$ cat src/rtl/asrm_uart_bus_master_if.sv
// System-bus side of the UART debug initiator.
// Ports: bus_addr, bus_write_en, bus_data_out, bus_active (master out), bus_data_in (slave out).
interface asrm_uart_bus_master_if #(
    parameter int word_size = 16,
    parameter int addr_size = 16
);
    logic [addr_size-1:0] bus_addr;
    logic                 bus_write_en;
    logic [word_size-1:0] bus_data_out;
    logic [word_size-1:0] bus_data_in;
    logic                 bus_active;

    modport master (
        output bus_addr,
        output bus_write_en,
        output bus_data_out,
        output bus_active,
        input  bus_data_in
    );

    modport slave (
        input  bus_addr,
        input  bus_write_en,
        input  bus_data_out,
        input  bus_active,
        output bus_data_in
    );
endinterface

$ cat src/rtl/asrm_uart_bus_master.sv
// UART (8N1) debug bus master: 'W' addr data -> write + 0x06, 'R' addr -> read data.
// Ports: clk, reset (sync, active-low), rx, tx, frame_error, bus (master modport).
module asrm_uart_bus_master #(
    parameter int word_size = 16,
    parameter int addr_size = 16,
    parameter int clk_freq  = 1000000,
    parameter int baud      = 9600
) (
    input  logic clk,
    input  logic reset,
    input  logic rx,
    output logic tx,
    output logic frame_error,
    asrm_uart_bus_master_if.master bus
);
    localparam int DIV  = clk_freq / (baud * 16);
    localparam int DIVW = (DIV > 1) ? $clog2(DIV) : 1;
    localparam int AB   = addr_size / 8;
    localparam int WB   = word_size / 8;
    localparam int MAXB = (AB > WB) ? AB : WB;
    localparam int IDXW = $clog2(MAXB + 1);

    localparam logic [word_size-1:0] ACK_W = word_size'(8'h06) << (word_size - 8);
    localparam logic [word_size-1:0] NAK_W = word_size'(8'h15) << (word_size - 8);

    // 16x oversample tick
    logic [DIVW-1:0] div_cnt;
    logic            tick;

    always_ff @(posedge clk) begin
        if (!reset) begin
            div_cnt <= '0;
            tick    <= 1'b0;
        end else if (div_cnt == DIVW'(DIV - 1)) begin
            div_cnt <= '0;
            tick    <= 1'b1;
        end else begin
            div_cnt <= div_cnt + DIVW'(1);
            tick    <= 1'b0;
        end
    end

    // receiver
    typedef enum logic [1:0] {RX_IDLE, RX_START, RX_DATA, RX_STOP} rx_state_t;

    rx_state_t rx_st;
    logic       rx_m, rx_s, rx_p;
    logic [3:0] rx_tcnt;
    logic [2:0] rx_bcnt;
    logic [7:0] rx_sh;
    logic       byte_valid;
    logic       rx_ferr;

    always_ff @(posedge clk) begin
        if (!reset) begin
            rx_m       <= 1'b1;
            rx_s       <= 1'b1;
            rx_p       <= 1'b1;
            rx_st      <= RX_IDLE;
            rx_tcnt    <= '0;
            rx_bcnt    <= '0;
            rx_sh      <= '0;
            byte_valid <= 1'b0;
            rx_ferr    <= 1'b0;
        end else begin
            rx_m       <= rx;
            rx_s       <= rx_m;
            rx_p       <= rx_s;
            byte_valid <= 1'b0;
            rx_ferr    <= 1'b0;
            case (rx_st)
                RX_IDLE: begin
                    if (rx_p && !rx_s) begin
                        rx_st   <= RX_START;
                        rx_tcnt <= '0;
                    end
                end
                RX_START: begin
                    if (tick) begin
                        rx_tcnt <= rx_tcnt + 4'd1;
                        // mid start bit: a high line means it was a glitch
                        if (rx_tcnt == 4'd7) begin
                            rx_tcnt <= '0;
                            rx_bcnt <= '0;
                            rx_st   <= rx_s ? RX_IDLE : RX_DATA;
                        end
                    end
                end
                RX_DATA: begin
                    if (tick) begin
                        rx_tcnt <= rx_tcnt + 4'd1;
                        if (rx_tcnt == 4'd15) begin
                            rx_sh   <= {rx_s, rx_sh[7:1]};
                            rx_bcnt <= rx_bcnt + 3'd1;
                            if (rx_bcnt == 3'd7) rx_st <= RX_STOP;
                        end
                    end
                end
                RX_STOP: begin
                    if (tick) begin
                        rx_tcnt <= rx_tcnt + 4'd1;
                        if (rx_tcnt == 4'd15) begin
                            byte_valid <= rx_s;
                            rx_ferr    <= !rx_s;
                            rx_st      <= RX_IDLE;
                        end
                    end
                end
                default: rx_st <= RX_IDLE;
            endcase
        end
    end

    // transmitter
    logic       tx_busy;
    logic [8:0] tx_sh;
    logic [3:0] tx_tcnt;
    logic [3:0] tx_bcnt;
    logic       tx_load;
    logic [7:0] tx_byte;

    always_ff @(posedge clk) begin
        if (!reset) begin
            tx      <= 1'b1;
            tx_busy <= 1'b0;
            tx_sh   <= '1;
            tx_tcnt <= '0;
            tx_bcnt <= '0;
        end else if (!tx_busy) begin
            if (tx_load) begin
                tx      <= 1'b0;
                tx_sh   <= {1'b1, tx_byte};
                tx_tcnt <= '0;
                tx_bcnt <= '0;
                tx_busy <= 1'b1;
            end
        end else if (tick) begin
            tx_tcnt <= tx_tcnt + 4'd1;
            if (tx_tcnt == 4'd15) begin
                // bit 9 is the stop bit; busy drops once it has been held
                if (tx_bcnt == 4'd9) begin
                    tx_busy <= 1'b0;
                end else begin
                    tx      <= tx_sh[0];
                    tx_sh   <= {1'b1, tx_sh[8:1]};
                    tx_bcnt <= tx_bcnt + 4'd1;
                end
            end
        end
    end

    // command FSM
    typedef enum logic [2:0] {IDLE, ADDR, WDATA, BUS_WR, BUS_RD, REPLY} state_t;

    state_t               st;
    logic                 is_wr;
    logic [IDXW-1:0]      idx;
    logic [addr_size-1:0] addr_reg;
    logic [word_size-1:0] data_reg;
    logic [word_size-1:0] reply_sh;
    logic [IDXW-1:0]      reply_cnt;
    logic                 rd_cnt;

    assign tx_load = (st == REPLY) && !tx_busy;
    assign tx_byte = reply_sh[word_size-1 -: 8];

    always_ff @(posedge clk) begin
        if (!reset) begin
            st               <= IDLE;
            is_wr            <= 1'b0;
            idx              <= '0;
            addr_reg         <= '0;
            data_reg         <= '0;
            reply_sh         <= '0;
            reply_cnt        <= '0;
            rd_cnt           <= 1'b0;
            frame_error      <= 1'b0;
            bus.bus_addr     <= '0;
            bus.bus_write_en <= 1'b0;
            bus.bus_data_out <= '0;
            bus.bus_active   <= 1'b0;
        end else begin
            frame_error      <= rx_ferr;
            bus.bus_write_en <= 1'b0;
            case (st)
                IDLE: begin
                    if (byte_valid) begin
                        idx <= '0;
                        if (rx_sh == 8'h57) begin
                            is_wr <= 1'b1;
                            st    <= ADDR;
                        end else if (rx_sh == 8'h52) begin
                            is_wr <= 1'b0;
                            st    <= ADDR;
                        end else begin
                            frame_error <= 1'b1;
                            reply_sh    <= NAK_W;
                            reply_cnt   <= IDXW'(1);
                            st          <= REPLY;
                        end
                    end
                end
                ADDR: begin
                    if (rx_ferr) begin
                        reply_sh  <= NAK_W;
                        reply_cnt <= IDXW'(1);
                        st        <= REPLY;
                    end else if (byte_valid) begin
                        addr_reg <= addr_size'({addr_reg, rx_sh});
                        idx      <= idx + IDXW'(1);
                        if (idx == IDXW'(AB - 1)) begin
                            idx <= '0;
                            if (is_wr) begin
                                st <= WDATA;
                            end else begin
                                bus.bus_addr   <= addr_size'({addr_reg, rx_sh});
                                bus.bus_active <= 1'b1;
                                rd_cnt         <= 1'b0;
                                st             <= BUS_RD;
                            end
                        end
                    end
                end
                WDATA: begin
                    if (rx_ferr) begin
                        reply_sh  <= NAK_W;
                        reply_cnt <= IDXW'(1);
                        st        <= REPLY;
                    end else if (byte_valid) begin
                        data_reg <= word_size'({data_reg, rx_sh});
                        idx      <= idx + IDXW'(1);
                        if (idx == IDXW'(WB - 1)) begin
                            bus.bus_addr     <= addr_reg;
                            bus.bus_data_out <= word_size'({data_reg, rx_sh});
                            bus.bus_write_en <= 1'b1;
                            bus.bus_active   <= 1'b1;
                            st               <= BUS_WR;
                        end
                    end
                end
                BUS_WR: begin
                    bus.bus_active <= 1'b0;
                    reply_sh       <= ACK_W;
                    reply_cnt      <= IDXW'(1);
                    st             <= REPLY;
                end
                BUS_RD: begin
                    // second clk: peripherals' registered read data is valid
                    rd_cnt <= 1'b1;
                    if (rd_cnt) begin
                        reply_sh       <= bus.bus_data_in;
                        reply_cnt      <= IDXW'(WB);
                        bus.bus_active <= 1'b0;
                        st             <= REPLY;
                    end
                end
                REPLY: begin
                    if (tx_load) begin
                        reply_sh  <= reply_sh << 8;
                        reply_cnt <= reply_cnt - IDXW'(1);
                        if (reply_cnt == IDXW'(1)) st <= IDLE;
                    end
                end
                default: st <= IDLE;
            endcase
        end
    end
endmodule

$ cat src/flat_wrapper.sv
// flat-port wrapper written by rule: the top's interface ports become plain ports
module asrm_uart_bus_master_flat 
#(
    parameter int word_size = 16,
    parameter int addr_size = 16,
    parameter int clk_freq  = 1000000,
    parameter int baud      = 9600
)
  (clk, reset, rx, tx, frame_error, bus_bus_addr, bus_bus_write_en, bus_bus_data_out, bus_bus_active, bus_bus_data_in);
  asrm_uart_bus_master_if #(.word_size(word_size), .addr_size(addr_size)) bus_i ();
  input  logic clk;
  input  logic reset;
  input  logic rx;
  output logic tx;
  output logic frame_error;
  output wire logic [$bits(bus_i.bus_addr)-1:0] bus_bus_addr;
  output wire logic [$bits(bus_i.bus_write_en)-1:0] bus_bus_write_en;
  output wire logic [$bits(bus_i.bus_data_out)-1:0] bus_bus_data_out;
  output wire logic [$bits(bus_i.bus_active)-1:0] bus_bus_active;
  input wire logic [$bits(bus_i.bus_data_in)-1:0] bus_bus_data_in;
  assign bus_bus_addr = bus_i.bus_addr;
  assign bus_bus_write_en = bus_i.bus_write_en;
  assign bus_bus_data_out = bus_i.bus_data_out;
  assign bus_bus_active = bus_i.bus_active;
  assign bus_i.bus_data_in = bus_bus_data_in;
  asrm_uart_bus_master #(.word_size(word_size), .addr_size(addr_size), .clk_freq(clk_freq), .baud(baud)) u_core (.clk(clk), .reset(reset), .rx(rx), .tx(tx), .frame_error(frame_error), .bus(bus_i));
endmodule
$ cat config.mk
export PLATFORM = sky130hd
export DESIGN_NAME = asrm_uart_bus_master_flat
export DESIGN_NICKNAME = d
export VERILOG_FILES = /design/src/rtl/asrm_uart_bus_master_if.sv /design/src/rtl/asrm_uart_bus_master.sv /design/src/flat_wrapper.sv
export SDC_FILE = /design/constraint.sdc
export NUM_CORES = 1
export LEC_CHECK = 0
export ABC_AREA = 1
export CORE_UTILIZATION = 51
export CTS_CLUSTER_SIZE = 12
export DETAILED_ROUTE_END_ITERATION = 7
export PLACE_DENSITY = 0.75
export SKIP_CTS_REPAIR_TIMING = 1
export SYNTH_ARGS = -nofsm -noshare
export SYNTH_HDL_FRONTEND = slang
export SYNTH_SLANG_ARGS = --single-unit
$ cat constraint.sdc
create_clock -name clk -period 1.5 [get_ports clk]
set_clock_uncertainty 0.15 [all_clocks]
set_input_delay 0.3 -clock clk [delete_from_list [all_inputs] [get_ports clk]]
set_output_delay 0.3 -clock clk [all_outputs]
set_load 0.03 [all_outputs]
==> results.json, run 1 <==
{
  "postRouteAntennaNets": 0,
  "wl_per_cell_um": 14.7,
  "clock_latency_ns": 0.53,
  "nFillCells": 781,
  "status": "finished, violations left",
  "htree_num_levels": 4,
  "tritoncts": "done",
  "maxCapViolations": 0,
  "synth_fp_nets": 821,
  "slew_headroom": 0.720,
  "hold_start": "reset",
  "die_x_um": 108,
  "worstPathMaxFanout": 6,
  "setup_slack_ns": -0.180,
  "vias": 5800,
  "rsz0062_at_grt": "true",
  "r2r_start": "u_core.st[1]",
  "async_flop_share": 0,
  "crit_required_ns": 1.76,
  "syn_avg_cell_area_um2": 7.21,
  "fin_crit_ns": 1.68,
  "fin_setup_tns_ns": -5.63,
  "setup_viol": 78,
  "drc": 0,
  "via_per_inst": 5.36,
  "dieArea_um2": 11600,
  "overflow": 0,
  "cp_data_arrival_time_ns": 1.94,
  "tightest_slew_ns": 0.420,
  "max_stage_delay_ns": 0.37,
  "ys_seq_elements": 128,
  "dp_hpwl_mm": 9.61,
  "diodes": 0,
  "syn-cell-area_um2": 5700,
  "place_congestion": 0.866,
  "grt_max_degree": 79,
  "cts_root_buf": "clkbuf_8",
  "nets": 964,
  "crit_start": "u_core.st[1]",
  "drt_wl_total_mm": 15.9,
  "clk_path_buf_depth": 2,
  "ys_seq_area_frac": 0.450,
  "pin_count": 55,
  "synth_edf_count": 0,
  "maxSlewViolCount": 0,
  "antenna_found_initial": 0,
  "portBuffers": 54,
  "cts_buffers": 17,
  "grt_pass1_vias": 5027,
  "grt_pass1_wl_mm": 23.1,
  "num_rows": 38,
  "critPathLaunchType": "flip-flop",
  "ys_warn_count": 0,
  "layout_commonest_cell": "nor2_1",
  "cts.sinks": 128,
  "gr-usage-all-layers": 0.254,
  "leakage_uw": 0.00348,
  "hold_viol_final": 0,
  "fin_crit_sh": 1.12,
  "clk_pin_slew_worst_paths_ns": 0.05,
  "powerDensity_nw_per_um2": 1510,
  "min_path_type": "primary input to flip-flop",
  "start_util": 0.524,
  "die_h_um": 108,
  "yosysUniqueCellTypes": 36,
  "layout-drive-gt1-share": 0.323,
  "drtIter0Drc": 453,
  "slowest_stage": "dfxtp_4",
  "end_kind": "flip-flop",
  "power.total_uw": 12300,
  "crit_chain": "buf_6 -> nor2_4 -> nand2_2 -> inv_2 -> nand3_4 -> o21ai_0 -> a21oi_2",
  "fmax_ghz": 0.595,
  "layout_common_cells": "nor2_1 (126), nand2_1 (121), dfxtp_1 (95), buf_4 (90), o21ai_0 (84)",
  "first_pass_iters": 5,
  "synth_flop_cell": "dfxtp_1",
  "crit_type": "flip-flop to flip-flop",
  "fp.coreArea_um2": 10900,
  "synth_cells": 791,
  "violations": "setup timing",
  "ir_drop_v": 0.000882,
  "syn_to_final_growth_pct": 42.6,
  "finish.utilization": 0.747
}
==> cells in the mapped netlist (3+ instances only) <==
cell	instances	share of area
nand2_2	3	0.0033
nand4_1	6	0.0066
o211ai_1	7	0.0092
clkbuf_1	14	0.0092
a21oi_1	58	0.051
buf_4	6	0.0079
dfxtp_1	128	0.45
buf_6	4	0.0079
nor3_1	5	0.0044
inv_1	71	0.047
nand3_2	3	0.0053
xor2_1	3	0.0046
nor2_1	141	0.093
buf_2	11	0.0097
or2_2	10	0.011
o21ai_0	98	0.086
nand2_1	135	0.089
ha_1	11	0.024
nor2_2	3	0.0033
nand3_1	46	0.040
inv_2	10	0.0066
==> routing by layer <==
metal / wire length (um) / global-route usage / share of wire
met1: 6950 / 0.325 / 0.44
met2: 7740 / 0.414 / 0.49
met3: 848 / 0.0611 / 0.053
met4: 357 / 0.0920 / 0.022
met5: 0 / 0 / 0
==> report_power, final <==
part	switching (uW)	leakage [uW]	internal, uW
clock network	1440	0.000260	2320
logic	2750	0.00216	1790
registers	243	0.00105	3770
total	4430	0.00348	7880
==> worst max-delay path, delay by kind of cell, from the launching register on <==
family          cells  cell delay [ns]
flops               1             0.37
compound gates      2             0.40
simple gates        3             0.42
buf+inv             2             0.22
==> kinds of logic (layout without fill, tap and decap cells) <==
group           count (synthesis)  count (layout)  synth area share
xor+xnor                        4               4           0.00615
buf+inv                       117             265            0.0889
fa+ha+maj                      11              11            0.0241
compound gates                172             172             0.157
simple gates                  359             363             0.274
flops                         128             128             0.450
==> layout make-up <==
cell class                 instances  area [um2]  area share
clock inverter                     6        60.1     0.00739
timing repair inverter             2        11.3     0.00138
multi-input combinational        550        3040       0.374
sequential                       128        2610       0.321
clock buffer                      22         473      0.0582
timing repair buffer             153        1420       0.175
tap                              140         175      0.0215
inverter                          82         337      0.0414
==> path summary, 6_finish.rpt <==
kind | to | slack, ns | depth (start not counted)
setup / recovery | u_core.is_wr | -0.18 | 7
hold / removal | u_core.tx | 0.11 | 3
setup reg to reg | u_core.is_wr | -0.18 | 7
hold reg to reg | u_core.rx_s | 0.26 | 1
==> metrics by stage <==
step | worst slack [ns] | hold slack, ns | std cells | instance area [um2]
CTS | -0.584 | 0.0797 | 1060 | 7420
global route | -0.247 | 0.108 | 1083 | 8130
global placement | -0.245 | 0.243 | 1032 | 6880
floorplan | -0.0222 | 0.243 | 791 | 5730
detailed placement | -0.381 | 0.250 | 1032 | 6880
finish | -0.180 | 0.107 | 1083 | 8130
Power figures use the tool's default switching activity.
==> inputs of run 2 (changes only) <==
Settings changed: CORE_UTILIZATION 51 to 50, PLACE_DENSITY 0.75 to 0.74.
==> run 2 against run 1 <==
  * The run ends with DRC, setup timing left
  * Sequential power is 1% higher
  * Utilization is 4.5 points higher
  * Sequential share of layout area is 2.4 points lower
  * Global-route usage is 0.49 points lower
  * Critical path type unchanged
  * Largest cell class unchanged
  * Largest power group unchanged
  * Highest routed layer unchanged
==> results.json, run 2 (same netlist as run 1, synthesis figures left out) <==
{
  "status": "finished, violations left",
  "violations": "DRC, setup timing",
  "vias": 6124,
  "hold_viol_final": 0,
  "min_to": "u_core.tx_sh[7]",
  "rsz0062_at_grt": "true",
  "setup_slack_ns": -0.191,
  "die_h_um": 109,
  "crit_required_ns": 1.70,
  "postRouteAntennaNets": 0,
  "drc": 1,
  "setup_viol": 81,
  "place_congestion": 0.882,
  "fp.coreArea_um2": 11000,
  "cts_buffers": 17,
  "dp_hpwl_mm": 9.60,
  "cp_data_arrival_time_ns": 1.89,
  "drtIter0Drc": 664,
  "layout-drive-gt1-share": 0.386,
  "htree_num_levels": 4,
  "via_per_inst": 5.55,
  "wl_per_cell_um": 16.8,
  "overflow": 0,
  "grt_pass1_wl_mm": 23.0,
  "timing.hold.ws_ns": 0.229,
  "start_util": 0.519,
  "clock_latency_ns": 0.43,
  "clk_path_buf_depth": 2,
  "grt_max_degree": 77,
  "drt_wl_total_mm": 18.5,
  "holdPathStages": 3,
  "tightest_slew_ns": 0.506,
  "r2r_start": "u_core.st[0]",
  "cts.sinks": 128,
  "critPathLaunchType": "flip-flop",
  "fin_crit_sh": 1.13,
  "slew_headroom": 0.662,
  "crit_type": "flip-flop to flip-flop",
  "maxSlewViolCount": 0,
  "pin_count": 55,
  "first_pass_iters": 7,
  "worstPathMaxFanout": 16,
  "timing.rr.end": "u_core.addr_reg[7]",
  "fmax_ghz": 0.591,
  "grt_pass1_vias": 5174,
  "hold_start": "reset",
  "dieArea_um2": 11800,
  "diodes": 0,
  "leakage_uw": 0.00374,
  "syn_to_final_growth_pct": 52.5,
  "fin_setup_tns_ns": -8.19,
  "fin_crit_ns": 1.69,
  "antenna_found_initial": 0,
  "cts_root_buf": "clkbuf_16",
  "crit_start": "u_core.st[0]",
  "reg2reg_slack_ns": -0.19,
  "rr_worst_depth": 7,
  "end_kind": "flip-flop",
  "min_path_type": "primary input to flip-flop",
  "portBuffers": 54,
  "layout_common_cells": "nor2_1 (116), dfxtp_1 (116), nand2_1 (110), buf_4 (74), inv_1 (62)",
  "ir_drop_v": 0.00110,
  "maxCapViolations": 0,
  "tritoncts": "done",
  "gr-usage-all-layers": 0.249,
  "num_rows": 38,
  "clk_pin_slew_worst_paths_ns": 0.06,
  "power.total_uw": 13800,
  "nets": 980,
  "die_x_um": 109,
  "powerDensity_nw_per_um2": 1590
}
## run 2: cell types whose count changed in the layout (fill, tap and decap cells not counted), moves of 15 or more
cell / before / now
o21ai_0: 84 / 34
clkbuf_2: 0 / 31
o21ai_1: 10 / 37
dfxtp_1: 95 / 116
dfxtp_2: 30 / 9
o21ai_2: 5 / 24
buf_4: 90 / 74
a21oi_1: 54 / 39
a21oi_2: 3 / 18
## run 2: per-stage QoR
step                      utilization  area [um2]  cells  setup WS (ns)
final                           0.792        8690   1103         -0.191
after floorplan                     -        5730    791        -0.0222
after global placement          0.625        6870   1030         -0.249
after global routing            0.792        8690   1103         -0.242
after CTS                       0.680        7460   1062         -0.412
after detailed placement        0.625        6870   1030         -0.316
## run 2: area by class of cell
type / count / area [um2]
clock buffers: 19 / 433
clock inverters: 13 / 164
fillers: 681 / 2290
inverters: 82 / 362
multi-input cells: 551 / 3460
flip-flops and latches: 128 / 2580
well taps: 140 / 175
repair buffers: 167 / 1490
repair inverters: 3 / 25.0
## run 2: worst max path at each step
stage / end / cells after the start
2_1_floorplan: u_core.idx[0] / 8
3_3_place_gp: u_core.bus.bus_addr[3] / 6
3_5_place_dp: u_core.bus.bus_addr[7] / 7
4_1_cts: bus_bus_data_out[12] / 1
5_1_grt: u_core.reply_sh[13] / 8
6_report: u_core.addr_reg[7] / 7
## run 2: power by group
group,leakage (uW),switching (uW),internal (uW)
sequential,0.00104,306,3770
combinational,0.00242,3240,2300
clock,0.000276,1590,2610
total,0.00374,5130,8670
## run 2: per-layer routing
layer	routed length, um	up-vias	share of wire	global-route usage
li1	-	2909	-	-
met1	7500	2913	0.41	0.319
met2	9470	239	0.51	0.407
met3	930	63	0.050	0.0544
met4	592	0	0.032	0.100
met5	0	-	0	0
## run 2: worst max-delay path, cell delays in order, from the launching register on
cell	delay, ns
dfxtp_4	0.44
buf_6	0.15
nand3_4	0.10
buf_6	0.16
nor2_4	0.15
buf_12	0.16
o21ai_0	0.11
a21oi_1	0.18
==> inputs of run 3 (changes only) <==
Settings changed: ABC_CLOCK_PERIOD_IN_PS set to 1500, CORE_UTILIZATION 50 to 51, PLACE_DENSITY 0.74 to 0.75, TNS_END_PERCENT set to 30.
==> run 3 against run 2 <==
  * The flow finishes with violations (setup timing)
  * Critical path type unchanged
  * Critical path depth is 1 lower
  * Sequential share of layout area grew 2.3 points
  * Clock power up 5.0%
  * Critical endpoint is now u_core.bus.bus_addr[4]
==> results.json, run 3 (same netlist as run 1, synthesis figures left out) <==
{
  "cts.sinks": 128,
  "setup_viol": 64,
  "dp_hpwl_mm": 9.43,
  "rr_worst_depth": 6,
  "critPathLaunchType": "flip-flop",
  "clk_pin_slew_worst_paths_ns": 0.06,
  "nets": 956,
  "pin_count": 55,
  "layout_common_cells": "nor2_1 (127), nand2_1 (126), dfxtp_1 (89), buf_4 (80), o21ai_0 (70)",
  "portBuffers": 54,
  "antenna_found_initial": 0,
  "htree_num_levels": 4,
  "worstPathMaxFanout": 5,
  "holdPathStages": 3,
  "crit_required_ns": 1.77,
  "cts_buffers": 17,
  "syn_to_final_growth_pct": 43.1,
  "die_x_um": 108,
  "fin_crit_ns": 1.65,
  "dieArea_um2": 11600,
  "drt_wl_total_mm": 15.8,
  "place_congestion": 0.867,
  "tightest_slew_ns": 0.399,
  "clock_latency_ns": 0.55,
  "leakage_uw": 0.00350,
  "status": "finished, violations left",
  "num_rows": 38,
  "crit_type": "flip-flop to flip-flop",
  "power.total_uw": 12700,
  "cts_root_buf": "clkbuf_8",
  "overflow": 0,
  "tritoncts": "done",
  "place_ws_ns": -0.344,
  "grt_pass1_wl_mm": 22.8,
  "drc": 0,
  "drtIter0Drc": 359,
  "maxCapViolations": 0,
  "fin_setup_tns_ns": -4.74,
  "diodes": 0,
  "ir_drop_v": 0.00115,
  "layout_commonest_cell": "nor2_1",
  "fp.coreArea_um2": 10900,
  "powerDensity_nw_per_um2": 1560,
  "start_util": 0.524,
  "vias": 5682,
  "slew_headroom": 0.734,
  "cp_data_arrival_time_ns": 1.92,
  "gr-usage-all-layers": 0.253,
  "die_h_um": 108,
  "wl_per_cell_um": 14.6,
  "place_area_um2": 6900,
  "postRouteAntennaNets": 0,
  "setup_slack_ns": -0.154,
  "clk_path_buf_depth": 2,
  "end_kind": "flip-flop",
  "grt_pass1_vias": 5091,
  "maxSlewViolCount": 0,
  "rsz0062_at_grt": "true",
  "hold_viol_final": 0,
  "first_pass_iters": 8,
  "min_path_type": "primary input to flip-flop",
  "grt_max_degree": 79,
  "fin_area_um2": 8160,
  "violations": "setup timing",
  "via_per_inst": 5.27,
  "fin_crit_sh": 1.10,
  "fmax_ghz": 0.604,
  "layout-drive-gt1-share": 0.327
}
## run 3: changes by cell type in the layout (fill, tap and decap cells not counted), sizes merged
cell	before	now
dlymetal6s2s	2	0
nand2	140	139
clkinvlp	7	3
inv	82	83
nand3	51	50
bufinv	3	5
clkbuf	55	20
buf	112	127
## run 3: layout make-up
cell class | instances | area (um2)
timing repair buffer | 146 | 1380
clock inverter | 13 | 211
timing repair inverter | 2 | 13.8
tap | 140 | 175
multi-input combinational | 549 | 3010
fill | 804 | 2730
sequential | 128 | 2620
clock buffer | 18 | 418
inverter | 82 | 332
## run 3: per-stage QoR
step           hold WS (ns)  utilization  instances
2_1_floorplan         0.243            -        791
3_3_place_gp          0.244        0.634       1034
3_5_place_dp          0.250        0.634       1034
4_1_cts              0.0672        0.692       1065
5_1_grt              0.0969        0.749       1078
6_report             0.0849        0.749       1078
## run 3: path summary, 6_finish.rpt
path,startpoint,to,slack (ns)
min,reset,u_core.rx_tcnt[0],0.08
max,u_core.st[0],u_core.bus.bus_addr[4],-0.15
min reg2reg,u_core.rx_m,u_core.rx_s,0.26
max reg2reg,u_core.st[0],u_core.bus.bus_addr[4],-0.15
## run 3: power by group
part | internal [uW] | leakage [uW] | switching, uW
registers | 3760 | 0.00106 | 246
logic | 1760 | 0.00213 | 2530
clock network | 2870 | 0.000306 | 1540
total | 8390 | 0.00350 | 4320
## run 3: metal layers
| layer | GRT usage | wire, um | up-vias |
|---|---|---|---|
| met5 | 0 | 0 | - |
| met4 | 0.0871 | 218 | 0 |
| met3 | 0.0690 | 789 | 29 |
| met2 | 0.410 | 7890 | 151 |
| met1 | 0.321 | 6860 | 2657 |
| li1 | - | - | 2845 |
## run 3: worst max-delay path: stages (launching register included)
cell and delay (ns):
dfxtp_4 0.37, buf_6 0.13, nand4_1 0.16, buf_6 0.15, nand4_4 0.20, o21ai_0 0.30
nor2_1 0.07
